===== src/rtl/inst_encoder.sv =====
// RV32I instruction encoder: packs I/S/B-format fields into a 32-bit word through a
// two-stage valid/ready pipeline, tagging each word with a running byte address.
module inst_encoder #(
    parameter int          ADDR_W    = 32,
    parameter int unsigned BASE_ADDR = 0
) (
    input  logic              clk,
    input  logic              rst_n,
    input  logic              clear,
    input  logic              in_valid,
    output logic              in_ready,
    input  logic [4:0]        in_op,
    input  logic [4:0]        in_rd,
    input  logic [4:0]        in_rs1,
    input  logic [4:0]        in_rs2,
    input  logic [2:0]        in_funct3,
    input  logic [31:0]       in_imm,
    output logic              out_valid,
    input  logic              out_ready,
    output logic [31:0]       out_inst,
    output logic [ADDR_W-1:0] out_addr,
    output logic              out_err,
    output logic [7:0]        err_count
);

    localparam logic [4:0]        LP_OP_LOAD   = 5'b00000;
    localparam logic [4:0]        LP_OP_OPIMM  = 5'b00100;
    localparam logic [4:0]        LP_OP_STORE  = 5'b01000;
    localparam logic [4:0]        LP_OP_BRANCH = 5'b11000;
    localparam logic [31:0]       LP_NOP       = 32'h0000_0013;
    localparam logic [ADDR_W-1:0] LP_BASE      = ADDR_W'(BASE_ADDR);
    localparam logic [ADDR_W-1:0] LP_STEP      = ADDR_W'(4);

    logic [ADDR_W-1:0] r_addr;

    logic              r_s0_valid;
    logic              r_s0_err;
    logic [4:0]        r_s0_op;
    logic [4:0]        r_s0_rd;
    logic [4:0]        r_s0_rs1;
    logic [4:0]        r_s0_rs2;
    logic [2:0]        r_s0_funct3;
    logic [12:0]       r_s0_imm;
    logic [ADDR_W-1:0] r_s0_addr;

    logic              r_out_valid;
    logic [31:0]       r_out_inst;
    logic [ADDR_W-1:0] r_out_addr;
    logic              r_out_err;
    logic [7:0]        r_err_count;

    logic signed [31:0] w_imm_s;
    logic               w_is_i;
    logic               w_is_s;
    logic               w_is_b;
    logic               w_imm12_ok;
    logic               w_imm13_ok;
    logic               w_legal;
    logic               w_s1_free;
    logic               w_s0_load;
    logic               w_accept;
    logic [ADDR_W-1:0]  w_cur_addr;
    logic [31:0]        w_enc;

    assign w_imm_s    = in_imm;
    assign w_is_i     = (in_op == LP_OP_LOAD) || (in_op == LP_OP_OPIMM);
    assign w_is_s     = (in_op == LP_OP_STORE);
    assign w_is_b     = (in_op == LP_OP_BRANCH);
    assign w_imm12_ok = (w_imm_s >= -32'sd2048) && (w_imm_s <= 32'sd2047);
    assign w_imm13_ok = (w_imm_s >= -32'sd4096) && (w_imm_s <= 32'sd4094) && !in_imm[0];
    assign w_legal    = ((w_is_i || w_is_s) && w_imm12_ok) || (w_is_b && w_imm13_ok);

    // Ready depends on out_ready combinationally so a full pipe still streams at one word per cycle.
    assign w_s1_free  = !r_out_valid || out_ready;
    assign w_s0_load  = !r_s0_valid || w_s1_free;
    assign in_ready   = w_s0_load;
    assign w_accept   = in_valid && w_s0_load;
    assign w_cur_addr = clear ? LP_BASE : r_addr;

    always_comb begin
        w_enc = LP_NOP;
        if (!r_s0_err) begin
            case (r_s0_op)
                LP_OP_LOAD, LP_OP_OPIMM:
                    w_enc = {r_s0_imm[11:0], r_s0_rs1, r_s0_funct3, r_s0_rd, r_s0_op, 2'b11};
                LP_OP_STORE:
                    w_enc = {r_s0_imm[11:5], r_s0_rs2, r_s0_rs1, r_s0_funct3,
                             r_s0_imm[4:0], r_s0_op, 2'b11};
                LP_OP_BRANCH:
                    w_enc = {r_s0_imm[12], r_s0_imm[10:5], r_s0_rs2, r_s0_rs1, r_s0_funct3,
                             r_s0_imm[4:1], r_s0_imm[11], r_s0_op, 2'b11};
                default:
                    w_enc = LP_NOP;
            endcase
        end
    end

    always_ff @(posedge clk or negedge rst_n) begin
        if (!rst_n) begin
            r_addr <= LP_BASE;
        end else if (w_accept) begin
            r_addr <= w_cur_addr + LP_STEP;
        end else if (clear) begin
            r_addr <= LP_BASE;
        end
    end

    always_ff @(posedge clk or negedge rst_n) begin
        if (!rst_n) begin
            r_s0_valid  <= 1'b0;
            r_s0_err    <= 1'b0;
            r_s0_op     <= '0;
            r_s0_rd     <= '0;
            r_s0_rs1    <= '0;
            r_s0_rs2    <= '0;
            r_s0_funct3 <= '0;
            r_s0_imm    <= '0;
            r_s0_addr   <= '0;
        end else if (w_s0_load) begin
            r_s0_valid <= w_accept;
            if (w_accept) begin
                r_s0_err    <= !w_legal;
                r_s0_op     <= in_op;
                r_s0_rd     <= in_rd;
                r_s0_rs1    <= in_rs1;
                r_s0_rs2    <= in_rs2;
                r_s0_funct3 <= in_funct3;
                r_s0_imm    <= in_imm[12:0];
                r_s0_addr   <= w_cur_addr;
            end
        end
    end

    always_ff @(posedge clk or negedge rst_n) begin
        if (!rst_n) begin
            r_out_valid <= 1'b0;
            r_out_inst  <= '0;
            r_out_addr  <= '0;
            r_out_err   <= 1'b0;
        end else if (w_s1_free) begin
            r_out_valid <= r_s0_valid;
            if (r_s0_valid) begin
                r_out_inst <= w_enc;
                r_out_addr <= r_s0_addr;
                r_out_err  <= r_s0_err;
            end
        end
    end

    always_ff @(posedge clk or negedge rst_n) begin
        if (!rst_n) begin
            r_err_count <= '0;
        end else if (w_accept && !w_legal && (r_err_count != 8'hFF)) begin
            r_err_count <= r_err_count + 8'd1;
        end
    end

    assign out_valid = r_out_valid;
    assign out_inst  = r_out_inst;
    assign out_addr  = r_out_addr;
    assign out_err   = r_out_err;
    assign err_count = r_err_count;

endmodule


===== config.mk =====
export PLATFORM = sky130hd
export DESIGN_NAME = inst_encoder
export DESIGN_NICKNAME = d
export VERILOG_FILES = /design/src/rtl/inst_encoder.sv
export SDC_FILE = /design/constraint.sdc
export NUM_CORES = 1
export LEC_CHECK = 0
export ABC_CLOCK_PERIOD_IN_PS = 4900
export CAP_MARGIN = 40
export CORE_UTILIZATION = 40
export CTS_CLUSTER_DIAMETER = 40
export DETAILED_ROUTE_END_ITERATION = 12
export SLEW_MARGIN = 20
export SYNTH_ARGS = -nofsm -noshare
export SYNTH_HDL_FRONTEND = slang
export SYNTH_SLANG_ARGS = --single-unit

===== constraint.sdc =====
create_clock -name clk -period 4.9 [get_ports clk]
set_input_delay 1.47 -clock clk [delete_from_list [all_inputs] [get_ports clk]]
set_output_delay 1.47 -clock clk [all_outputs]
set_load 0.02 [all_outputs]

==> key figures, run 1 <==
Run status
  – Failing checks: DRC
  – Status: finished with violations

Yosys
  – Mean Syn Cell Area: 11.8 sq um
  – Number of synthesized flops with an enable pin: 0
  – Sequential element share of the synthesized area: 0.591
  – Post-synthesis compound-gate area fraction: 0.0719
  – Synth top area cells: dfrtp_1 59%, mux2_2 9.0%, nand2_1 5.2%
  – Ys async rst share: 1.00
  – Count leader, synth: dfrtp_1
  – Top-area cell type share of the netlist area: 0.591
  – Largest family of logic cells by synthesized area: simple AND/OR/NAND/NOR gates
  – Synth Warn #: 0
  – XOR/XNOR share of the synthesized area: 0.0343
  – Top cells by count, synth: 175 x dfrtp_1, 103 x nand2_1, 59 x mux2_2
  – Syn Nets: 692
  – Post-Synth Adder-Cell Area: 0.00338
  – Synth Area in Simple Gates: 0.179
  – Synth area leader: dfrtp_1
  – Synth Instances: 630
  – Mux share of post-synthesis cell area: 0.0897
  – #FFs+latches synth: 175
  – Syn Std Cell Area: 7410 sq um
  – Post-synth cell types: 53
  – Main synth FF type: dfrtp_1

Routing
  – DR vias: 5157
  – Initial drt markers: 395
  – First-pass DRT Iterations: 10
  – Drt total wl: 16400 um
  – Via-to-Cell Ratio: 5.15
  – Antenna Nets Post-Route: 0
  – WL per Instance: 16.3 um
  – DRC: 26

STA
  – Worst Tran Pin Value: 0.763 ns
  – Crit path time final: 4.32 ns
  – Final setup viols: 0
  – Final setup TNS: 0 ns
  – Min Hold Slack: 0.475 ns
  – Slew Limit Fails: 0
  – Setup Skew: 0.00629 ns
  – Fin. Hold Viols: 0
  – Period utilisation layout: 0.881
  – Fmax: 0.232 GHz
  – Relative slew margins: 0.491
  – Setup repair after global routing missed its margin: false

Final layout
  – Layout cells sized above 1: 0.158
  – Register area: 4380 sq um
  – FILL cells: 1556
  – Layout area overhead: 30.4%
  – Final net count: 822
  – # diodes: 0
  – Area of the multi-input gates: 2810 sq um

Setup path
  – Crit-path max FO: 6
  – Crit Path Class: in2out
  – R2R setup slack: 2.50 ns
  – Crit-path max cell delay: 0.67 ns
  – Most common cell type on the critical path: clkdlybuf4s50_1
  – Setup crit end kind: primary output
  – Worst Path Required: 3.43 ns
  – Slowest stage cell on the critical path: clkdlybuf4s50_1
  – Worst-path cell chain: clkdlybuf4s50_1 -> nand3b_1 -> clkdlybuf4s50_1
  – Type of origin of the critical path: input pin
  – CP arrival: 2.85 ns

Clocking
  – Post-CTS Setup Repair Bufs: 0
  – Worst-path clk slew: 0.06 ns
  – Clock Latency Late Sink: 0.42 ns
  – Hold_buf cts: 0
  – Root Buffer: clkbuf_16
  – CTS tree: built
  – CTS H-tree lvls: 4
  – Clock Sinks: 175
  – CTS resizes: 0
  – Clk buf depth: 2
  – Cts bufs inserted: 17

Power
  – Power Density: 370 nW/um^2
  – Leak: 4.32 nW
  – Internal Power: 2.75 mW
  – Clock network power share: 0.429
  – Switching share of power: 0.232
  – Combinational Power Share: 0.121
  – Worst VDD drop: 261 uV
  – Switching power: 0.831 mW
  – Seq pwr share: 0.450
  – Power Total: 3.58 mW

Floorplan
  – Num ports: 135
  – Die Area: 19100 sq um
  – # rows: 49
  – Height of the die: 138 um
  – Die Wd: 138 um
  – Initial core utilization: 0.410
  – Core area: 18100 sq um

Global routing
  – First-pass GRT wire length: 26600 um
  – Largest net degree at the start of global routing: 76
  – Total Routing Usage GR: 0.176
  – Initial antenna violation count: 0
  – Global route overflow: 0
  – Vias in the first global route: 5143

Worst hold path
  – Tightest Hold Check Type: reg2reg

Placement
  – Dpl hpwl: 11100 um
  – Port buffer count: 134
  – Routability cong.: 0.778

Job
  – Max cap viols: 0
-- critical path: cells and delay by family --
family | cells | cell delay [ns]
buf+inv | 2 | 1.14
simple gates | 1 | 0.24
-- layer usage --
metal	GRT usage	part of all wire	wire length (um)	vias to the layer above
met5	0	0	0	-
met1	0.229	0.44	7260	2573
met4	0.0591	0.011	186	0
met3	0.0367	0.043	700	13
li1	-	-	-	2447
met2	0.293	0.50	8210	124
-- stage by stage --
stage	instances	instance area (sq um)	setup slack, ns	utilization
floorplan	630	7410	1.64	-
global placement	969	8950	0.602	0.495
detailed placement	969	8950	0.565	0.495
CTS	1001	9640	0.561	0.533
global route	1002	9660	0.537	0.534
finish	1002	9660	0.583	0.534
-- sequential cells by signal, summed over array words and instances, names as in the netlist --
| signal | cells |
|---|---|
| r_addr | 32 |
| r_s0_imm | 13 |
| r_s0_valid | 1 |
| r_s0_funct3 | 3 |
| err_count | 8 |
| out_valid | 1 |
| r_s0_op | 5 |
| r_s0_err | 1 |
| r_s0_rd | 5 |
| out_inst | 31 |
| r_s0_rs1 | 5 |
| out_err | 1 |
| r_s0_rs2 | 5 |
| out_addr | 32 |
| r_s0_addr | 32 |
-- layout by cell type (no fill, tap or decap), types with 4 or more instances in the layout --
cell type,n
nor3_1,4
inv_1,17
nor2b_1,6
o21ai_0,31
bufinv_16,6
and4_1,4
buf_4,7
nor2_1,24
a222oi_1,9
nand4_1,10
nand2b_1,26
mux2_2,59
clkdlybuf4s50_1,133
nor4_1,5
or3_1,5
nor4_2,6
a22o_1,17
a21oi_1,9
clkbuf_16,17
xor2_1,8
nand3_1,15
xnor2_1,21
dfrtp_1,175
nand2_1,101
and3_1,7
-- area by class of cell --
| cell class | count | area share |
|---|---|---|
| clock buffer | 23 | 0.0495 |
| tap | 229 | 0.0297 |
| clock inverter | 9 | 0.0210 |
| sequential | 175 | 0.453 |
| multi-input combinational | 406 | 0.291 |
| inverter | 17 | 0.00660 |
| timing repair buffer | 143 | 0.149 |
-- power groups by stage --
stage,clock network (mW),registers [mW],logic [mW]
floorplan,0,1.67,0.176
finish,1.54,1.61,0.434
detailed placement,0,1.64,0.435
CTS,1.57,1.61,0.438
global route,1.63,1.62,0.470
global placement,0,1.63,0.428
-- kinds of logic after synthesis --
group | after synthesis
compound gates | 77
xor+xnor | 29
fa+ha+maj | 2
buf+inv | 49
flops | 175
mux | 59
simple gates | 239
-- worst paths after layout --
kind	startpoint	end	cells after the start
max	out_ready	in_ready	3
min in group asynchronous	rst_n	out_inst[12]$_DFFE_PN0P_	1
max in group asynchronous	rst_n	out_addr[28]$_DFFE_PN0P_	2
max reg2reg	r_addr[2]$_DFF_PN0_	r_addr[16]$_DFF_PN0_	6
min reg2reg	r_s0_addr[11]$_DFFE_PN0P_	r_s0_addr[11]$_DFFE_PN0P_	2
min	r_s0_addr[11]$_DFFE_PN0P_	r_s0_addr[11]$_DFFE_PN0P_	2
No activity file was read; power rests on OpenSTA's default activity.
==> run 2, diff against run 1 <==
--- a/config.mk
+++ b/config.mk
@@ -6,10 +6,11 @@
 export NUM_CORES = 1
 export LEC_CHECK = 0
 export ABC_CLOCK_PERIOD_IN_PS = 4900
-export CAP_MARGIN = 40
+export CORE_ASPECT_RATIO = 1.2
 export CORE_UTILIZATION = 40
 export CTS_CLUSTER_DIAMETER = 40
 export DETAILED_ROUTE_END_ITERATION = 12
+export GPL_TIMING_DRIVEN = 1
 export SLEW_MARGIN = 20
 export SYNTH_ARGS = -nofsm -noshare
 export SYNTH_HDL_FRONTEND = slang
==> run 2 against run 1 <==
Effect of this change: the run now ends clean; clock skew increased by 0.0048 ns; non-clock buffer count decreased by 2; sequential share of layout area increased by 0.53 points; first-iteration DRC count fell by 5.3%; wire length grew 0.29%; global-route usage rose by 0.26 points; critical path depth stayed put; hold slack better by 0.0014 ns; via count is 0.29% higher; fmax is 0.27% higher; total power decreased by 4.2%; core utilization down 0.87 points; highest routed layer unchanged.
==> key figures, run 2 (synthesis gave the netlist of run 1 again) <==
Placement
  – Routability cong.: 0.789 (+1.4%)
  – Dpl hpwl: 11100 um (-0.42%)
  – Pre-CTS setup slack: 0.584 ns (+0.0184 ns)
  – Port buffer count: 134 (unchanged)

Floorplan
  – Num ports: 135 (unchanged)
  – Initial core utilization: 0.408 (-0.00200)
  – Die Wd: 126 um (-8.6%)
  – Height of the die: 151 um (+9.4%)
  – Core area: 18200 sq um (+0.49%)
  – Die Area: 19100 sq um (about the same)
  – # rows: 54 (+10%)

STA
  – Relative slew margins: 0.381 (-0.111)
  – PnR worst setup slack: 0.595 ns (+0.0117 ns)
  – Setup repair after global routing missed its margin: false
  – Slew Limit Fails: 0 (unchanged)
  – Min Hold Slack: 0.477 ns (+0.00138 ns)
  – Worst Tran Pin Value: 0.929 ns (+0.166 ns)
  – Period utilisation layout: 0.879 (-0.00239)
  – Setup Skew: 0.0111 ns (+0.00481 ns)
  – Final setup viols: 0 (unchanged)
  – Final setup TNS: 0 ns (unchanged)
  – Fmax: 0.232 GHz (+0.27%)
  – Crit path time final: 4.31 ns (-0.0117 ns)
  – Fin. Hold Viols: 0 (unchanged)

Power
  – Seq pwr share: 0.469 (+0.019)
  – Combinational Power Share: 0.125 (+0.004)
  – Internal Power: 2.55 mW (-7.1%)
  – Switching power: 0.877 mW (+5.6%)
  – Power Density: 359 nW/um^2 (-3.0%)
  – Worst VDD drop: 230 uV (-12%)
  – Leak: 4.27 nW (-1.1%)
  – Switching share of power: 0.256 (+0.0237)
  – Clock network power share: 0.406 (-0.023)

Final layout
  – Util after Layout: 0.526 (-0.00874)
  – Commonest non-fill, non-tap cell in the layout: dfrtp_1
  – FILL cells: 1552 (-0.26%)
  – Final net count: 820 (-0.24%)
  – # diodes: 0 (unchanged)
  – Register area: 4380 sq um (unchanged)
  – Area of the multi-input gates: 2810 sq um (unchanged)
  – Most frequent cells in the layout: 175 x dfrtp_1, 133 x clkdlybuf4s50_1, 101 x nand2_1
  – Layout cells sized above 1: 0.160 (+0.00171)
  – Layout area overhead: 28.9%

Global routing
  – Vias in the first global route: 5241 (+1.9%)
  – Met3 GRT Util: 0.0371 (+0.000373)
  – Global route overflow: 0 (unchanged)
  – Largest net degree at the start of global routing: 113 (+49%)
  – Initial antenna violation count: 0 (unchanged)
  – GRT met1 Usage: 0.222 (-0.00682)
  – Total Routing Usage GR: 0.178 (+0.00259)
  – First-pass GRT wire length: 26400 um (-0.65%)
  – GR Layer Usage met2: 0.308 (+0.0156)
  – Global route hottest layer: met2

Clocking
  – Clock Latency Late Sink: 0.43 ns (about the same)
  – Hold_buf cts: 0 (unchanged)
  – Clk buf depth: 2 (unchanged)
  – Worst-path clk slew: 0.06 ns (about the same)
  – Post-CTS Setup Repair Bufs: 0 (unchanged)
  – Root Buffer: clkbuf_16
  – CTS tree: built
  – Cts bufs inserted: 17 (unchanged)
  – Clock Sinks: 175 (unchanged)
  – CTS resizes: 0 (unchanged)
  – CTS H-tree lvls: 4 (unchanged)

Setup path
  – Most common cell type on the critical path: clkdlybuf4s50_1
  – Worst Path Required: 3.43 ns (about the same)
  – Setup crit end: in_ready
  – Slowest stage cell on the critical path: clkdlybuf4s50_1
  – CP Launch Point: out_ready
  – Reg2reg end: out_inst[4]$_DFFE_PN0P_
  – Crit-path max FO: 6 (unchanged)
  – WP buf/inv: 2 (unchanged)
  – Worst-path cell chain: clkdlybuf4s50_1 -> nand3b_1 -> clkdlybuf4s50_1
  – Worst-case reg-to-reg path depth: 5 (-1)
  – Crit Path Class: in2out
  – Setup crit end kind: primary output
  – R2R setup slack: 2.39 ns (-0.11 ns)
  – Type of origin of the critical path: input pin
  – Cell count along the critical path: 3 (unchanged)
  – Worst r2r src: out_valid$_DFFE_PN0P_
  – CP arrival: 2.84 ns (about the same)
  – Cell family with most CP delay: buffers and inverters
  – Crit-path max cell delay: 0.66 ns (about the same)

Worst hold path
  – Tightest Hold Check Type: reg2reg
  – Hold Path Stages: 2 (unchanged)

Routing
  – Initial drt markers: 374 (-5.3%)
  – WL per Instance: 16.5 um (+0.99%)
  – DRC: 0 (-100%)
  – Via-to-Cell Ratio: 5.20 (+1.0%)
  – Antenna Nets Post-Route: 0 (unchanged)
  – First-pass DRT Iterations: 6 (-4)
  – DR vias: 5172 (+0.29%)
  – Drt total wl: 16400 um (+0.29%)

Job
  – Max cap viols: 0 (unchanged)

Run status
  – Status: finished, final reports clean
## run 2: cell types whose count changed in the layout (fill, tap and decap cells not counted), sizes merged
cell	before	now
inv	18	22
clkinvlp	0	1
clkbuf	23	18
bufinv	6	3
clkinv	2	6
buf	10	7
## run 2: power groups by stage
stage                     clock (mW)  combinational [mW]  sequential [mW]
final                           1.39               0.428             1.61
after floorplan                    0               0.176             1.67
after detailed placement           0               0.435             1.64
after CTS                       1.43               0.437             1.61
after global placement             0               0.427             1.63
after global routing            1.49               0.470             1.62
## run 2: worst min-delay path by stage
stage / startpoint / to / slack (ns)
global route: out_inst[2]$_DFFE_PN0P_ / out_inst[2]$_DFFE_PN0P_ / 0.50
detailed placement: r_s0_rd[0]$_DFFE_PN0P_ / r_s0_rd[0]$_DFFE_PN0P_ / 0.46
global placement: r_s0_addr[29]$_DFFE_PN0P_ / r_s0_addr[29]$_DFFE_PN0P_ / 0.46
finish: r_s0_rs1[0]$_DFFE_PN0P_ / r_s0_rs1[0]$_DFFE_PN0P_ / 0.48
CTS: r_s0_rd[0]$_DFFE_PN0P_ / r_s0_rd[0]$_DFFE_PN0P_ / 0.48
floorplan: r_s0_addr[11]$_DFFE_PN0P_ / r_s0_addr[11]$_DFFE_PN0P_ / 0.44
## run 2: cell type report
type | instances | share of cell area
clock buffer | 17 | 0.0445
clock inverter | 15 | 0.0191
inverter | 17 | 0.00668
multi-input combinational | 406 | 0.294
sequential | 175 | 0.458
tap | 224 | 0.0293
timing repair buffer | 141 | 0.148
## run 2: through the flow
stage          cells  power [mW]  area (sq um)
2_1_floorplan    630        1.84          7410
3_3_place_gp     963        2.06          8940
3_5_place_dp     963        2.07          8940
4_1_cts          995        3.48          9550
5_1_grt          995        3.58          9550
6_report         995        3.43          9550
## run 2: worst reg2reg max path: cells and delay by family (launching register included)
kind	cells	cell delay (ns)
AND/OR/NAND/NOR	4	1.77
flip-flops	1	0.42
AO/OA/AOI/OAI	1	0.15
## run 2: per-layer routing
metal  up-vias  routed length [um]
met4         0                 197
met3        14                 663
li1       2447                   -
met1      2597                7110
met2       114                8430
met5         -                   0
==> run 3, diff against run 2 <==
--- a/config.mk
+++ b/config.mk
@@ -5,7 +5,7 @@
 export SDC_FILE = /design/constraint.sdc
 export NUM_CORES = 1
 export LEC_CHECK = 0
-export ABC_CLOCK_PERIOD_IN_PS = 4900
+export ABC_CLOCK_PERIOD_IN_PS = 5400
 export CORE_ASPECT_RATIO = 1.2
 export CORE_UTILIZATION = 40
 export CTS_CLUSTER_DIAMETER = 40
==> constraint.sdc (replaced) <==
create_clock -name clk -period 5.4 [get_ports clk]
set_input_delay 1.62 -clock clk [delete_from_list [all_inputs] [get_ports clk]]
set_output_delay 1.62 -clock clk [all_outputs]
set_load 0.02 [all_outputs]
==> run 3 against run 2 <==
Effect of this change: critical path depth stayed put; register-to-register slack better by 0.50 ns; hold slack worse by 0.0017 ns; largest cell class unchanged.
==> key figures, run 3 (synthesis gave the netlist of run 1 again) <==
Final layout
  – Commonest non-fill, non-tap cell in the layout: dfrtp_1
  – Most frequent cells in the layout: 175 x dfrtp_1, 133 x clkdlybuf4s50_1, 101 x nand2_1
  – Util after Layout: 0.526 (+0.000895)
  – FILL cells: 1554 (+0.13%)
  – Final design area excluding fillers: 9570 sq um (+0.17%)
  – # diodes: 0 (unchanged)
  – Final net count: 819 (-0.12%)
  – Layout area overhead: 29.1%
  – Layout cells sized above 1: 0.155 (-0.00499)
  – Finished Layout Cells: 994 (-0.10%)

STA
  – Relative slew margins: 0.392 (+0.0110)
  – Final setup TNS: 0 ns (unchanged)
  – Slew Limit Fails: 0 (unchanged)
  – Worst Tran Pin Value: 0.913 ns (-0.0166 ns)
  – Min Hold Slack: 0.475 ns (-0.00174 ns)
  – Fmax: 0.216 GHz
  – Setup Skew: 0.00804 ns (-0.00306 ns)
  – Setup repair after global routing missed its margin: false
  – Period utilisation layout: 0.858
  – PnR worst setup slack: 0.769 ns (+0.174 ns)
  – Fin. Hold Viols: 0 (unchanged)
  – Crit path time final: 4.63 ns
  – Final setup viols: 0 (unchanged)

Worst hold path
  – Tightest Hold Check Type: reg2reg
  – Hold Path Stages: 2 (unchanged)
  – Hold_sp: r_s0_addr[2]$_DFFE_PN0P_
  – Hold endpoint: r_s0_addr[2]$_DFFE_PN0P_

Floorplan
  – Die Wd: 126 um (unchanged)
  – Die Area: 19100 sq um (unchanged)
  – Num ports: 135 (unchanged)
  – # rows: 54 (unchanged)
  – Initial core utilization: 0.408 (unchanged)
  – Core area: 18200 sq um (unchanged)
  – Height of the die: 151 um (unchanged)

Setup path
  – R2R setup slack: 2.89 ns (+0.50 ns)
  – Worst r2r src: out_valid$_DFFE_PN0P_
  – Crit-path max FO: 6 (unchanged)
  – Type of origin of the critical path: input pin
  – CP arrival: 3.01 ns (+0.17 ns)
  – Worst-case reg-to-reg path depth: 5 (unchanged)
  – Most common cell type on the critical path: clkdlybuf4s50_1
  – Slowest stage cell on the critical path: clkdlybuf4s50_1
  – Setup crit end kind: primary output
  – Worst-path cell chain: clkdlybuf4s50_1 -> nand3b_1 -> clkdlybuf4s50_1
  – Crit-path max cell delay: 0.67 ns (about the same)
  – Worst Path Required: 3.78 ns (+0.35 ns)
  – Reg2reg end: out_inst[26]$_DFFE_PN0P_
  – Crit Path Class: in2out

Clocking
  – CTS resizes: 0 (unchanged)
  – Root Buffer: clkbuf_16
  – Clock Latency Late Sink: 0.42 ns (about the same)
  – Post-CTS Setup Repair Bufs: 0 (unchanged)
  – Clock Sinks: 175 (unchanged)
  – CTS tree: built
  – Clk buf depth: 2 (unchanged)
  – Worst-path clk slew: 0.06 ns (about the same)
  – CTS H-tree lvls: 4 (unchanged)
  – Cts bufs inserted: 17 (unchanged)
  – Hold_buf cts: 0 (unchanged)

Power
  – Power Density: 330 nW/um^2 (-8.2%)
  – Power Total: 3.16 mW (-8.0%)
  – Worst VDD drop: 199 uV (-13%)
  – Leak: 4.27 nW (-0.12%)

Global routing
  – Largest net degree at the start of global routing: 99 (-12%)
  – Vias in the first global route: 5451 (+4.0%)
  – GRT met1 Usage: 0.225 (+0.00259)
  – GR Layer Usage met2: 0.323 (+0.0146)
  – Global route overflow: 0 (unchanged)
  – First-pass GRT wire length: 27200 um (+2.8%)
  – Initial antenna violation count: 0 (unchanged)
  – Met3 GRT Util: 0.0413 (+0.00424)
  – Global route hottest layer: met2
  – Total Routing Usage GR: 0.184 (+0.00591)

Routing
  – Drt total wl: 16500 um (+0.68%)
  – Via-to-Cell Ratio: 5.23 (+0.58%)
  – WL per Instance: 16.6 um (+0.78%)
  – First-pass DRT Iterations: 6 (unchanged)
  – DRC: 0 (unchanged)
  – Antenna Nets Post-Route: 0 (unchanged)
  – DR vias: 5197 (+0.48%)
  – Initial drt markers: 246 (-34%)

Placement
  – Routability cong.: 0.789 (unchanged)
  – Pre-CTS setup slack: 0.773 ns (+0.189 ns)
  – DP Area: 8930 sq um (about the same)
  – Port buffer count: 134 (unchanged)
  – Placed insts: 962 (-0.10%)
  – Dpl hpwl: 11300 um (+2.1%)

Run status
  – Status: finished, final reports clean

Job
  – Max cap viols: 0 (unchanged)
-- run 3: cell types whose count changed in the layout (fill, tap and decap cells not counted) --
cell,change
clkinv_4,-2
clkinv_2,-2
clkinvlp_4,+2
buf_4,-1
bufinv_16,+1
buf_6,+1
inv_6,-5
clkbuf_8,+2
clkbuf_1,+3
-- run 3: per-layer routing --
metal  part of all wire  vias to the layer above
met5                  0                        -
met4              0.013                        0
met3              0.039                       18
met2               0.51                      117
met1               0.43                     2623
li1                   -                     2439
-- run 3: cell type report --
| type | count | area [sq um] | share of cell area |
|---|---|---|---|
| inverters | 17 | 63.8 | 0.00667 |
| clock inverters | 9 | 156 | 0.0163 |
| clock buffers | 23 | 478 | 0.0500 |
| multi-input cells | 406 | 2810 | 0.294 |
| well taps | 224 | 280 | 0.0293 |
| flip-flops and latches | 175 | 4380 | 0.458 |
| repair buffers | 140 | 1400 | 0.146 |
-- run 3: worst max path at each step --
stage          startpoint       end  slack [ns]  cells after the start
2_1_floorplan   out_ready  in_ready        1.84                      1
3_3_place_gp    out_ready  in_ready        0.79                      3
3_5_place_dp    out_ready  in_ready        0.77                      3
4_1_cts         out_ready  in_ready        0.77                      3
5_1_grt         out_ready  in_ready        0.73                      3
6_report        out_ready  in_ready        0.77                      3
-- run 3: critical path: cells and delay by family --
| family | cells | cell delay [ns] |
|---|---|---|
| buf+inv | 2 | 1.14 |
| simple gates | 1 | 0.26 |
-- run 3: report_power, final --
part	switching, mW	internal (mW)	total (mW)
clock	0.494	0.812	1.31
combinational	0.199	0.190	0.388
sequential	0.0693	1.39	1.46
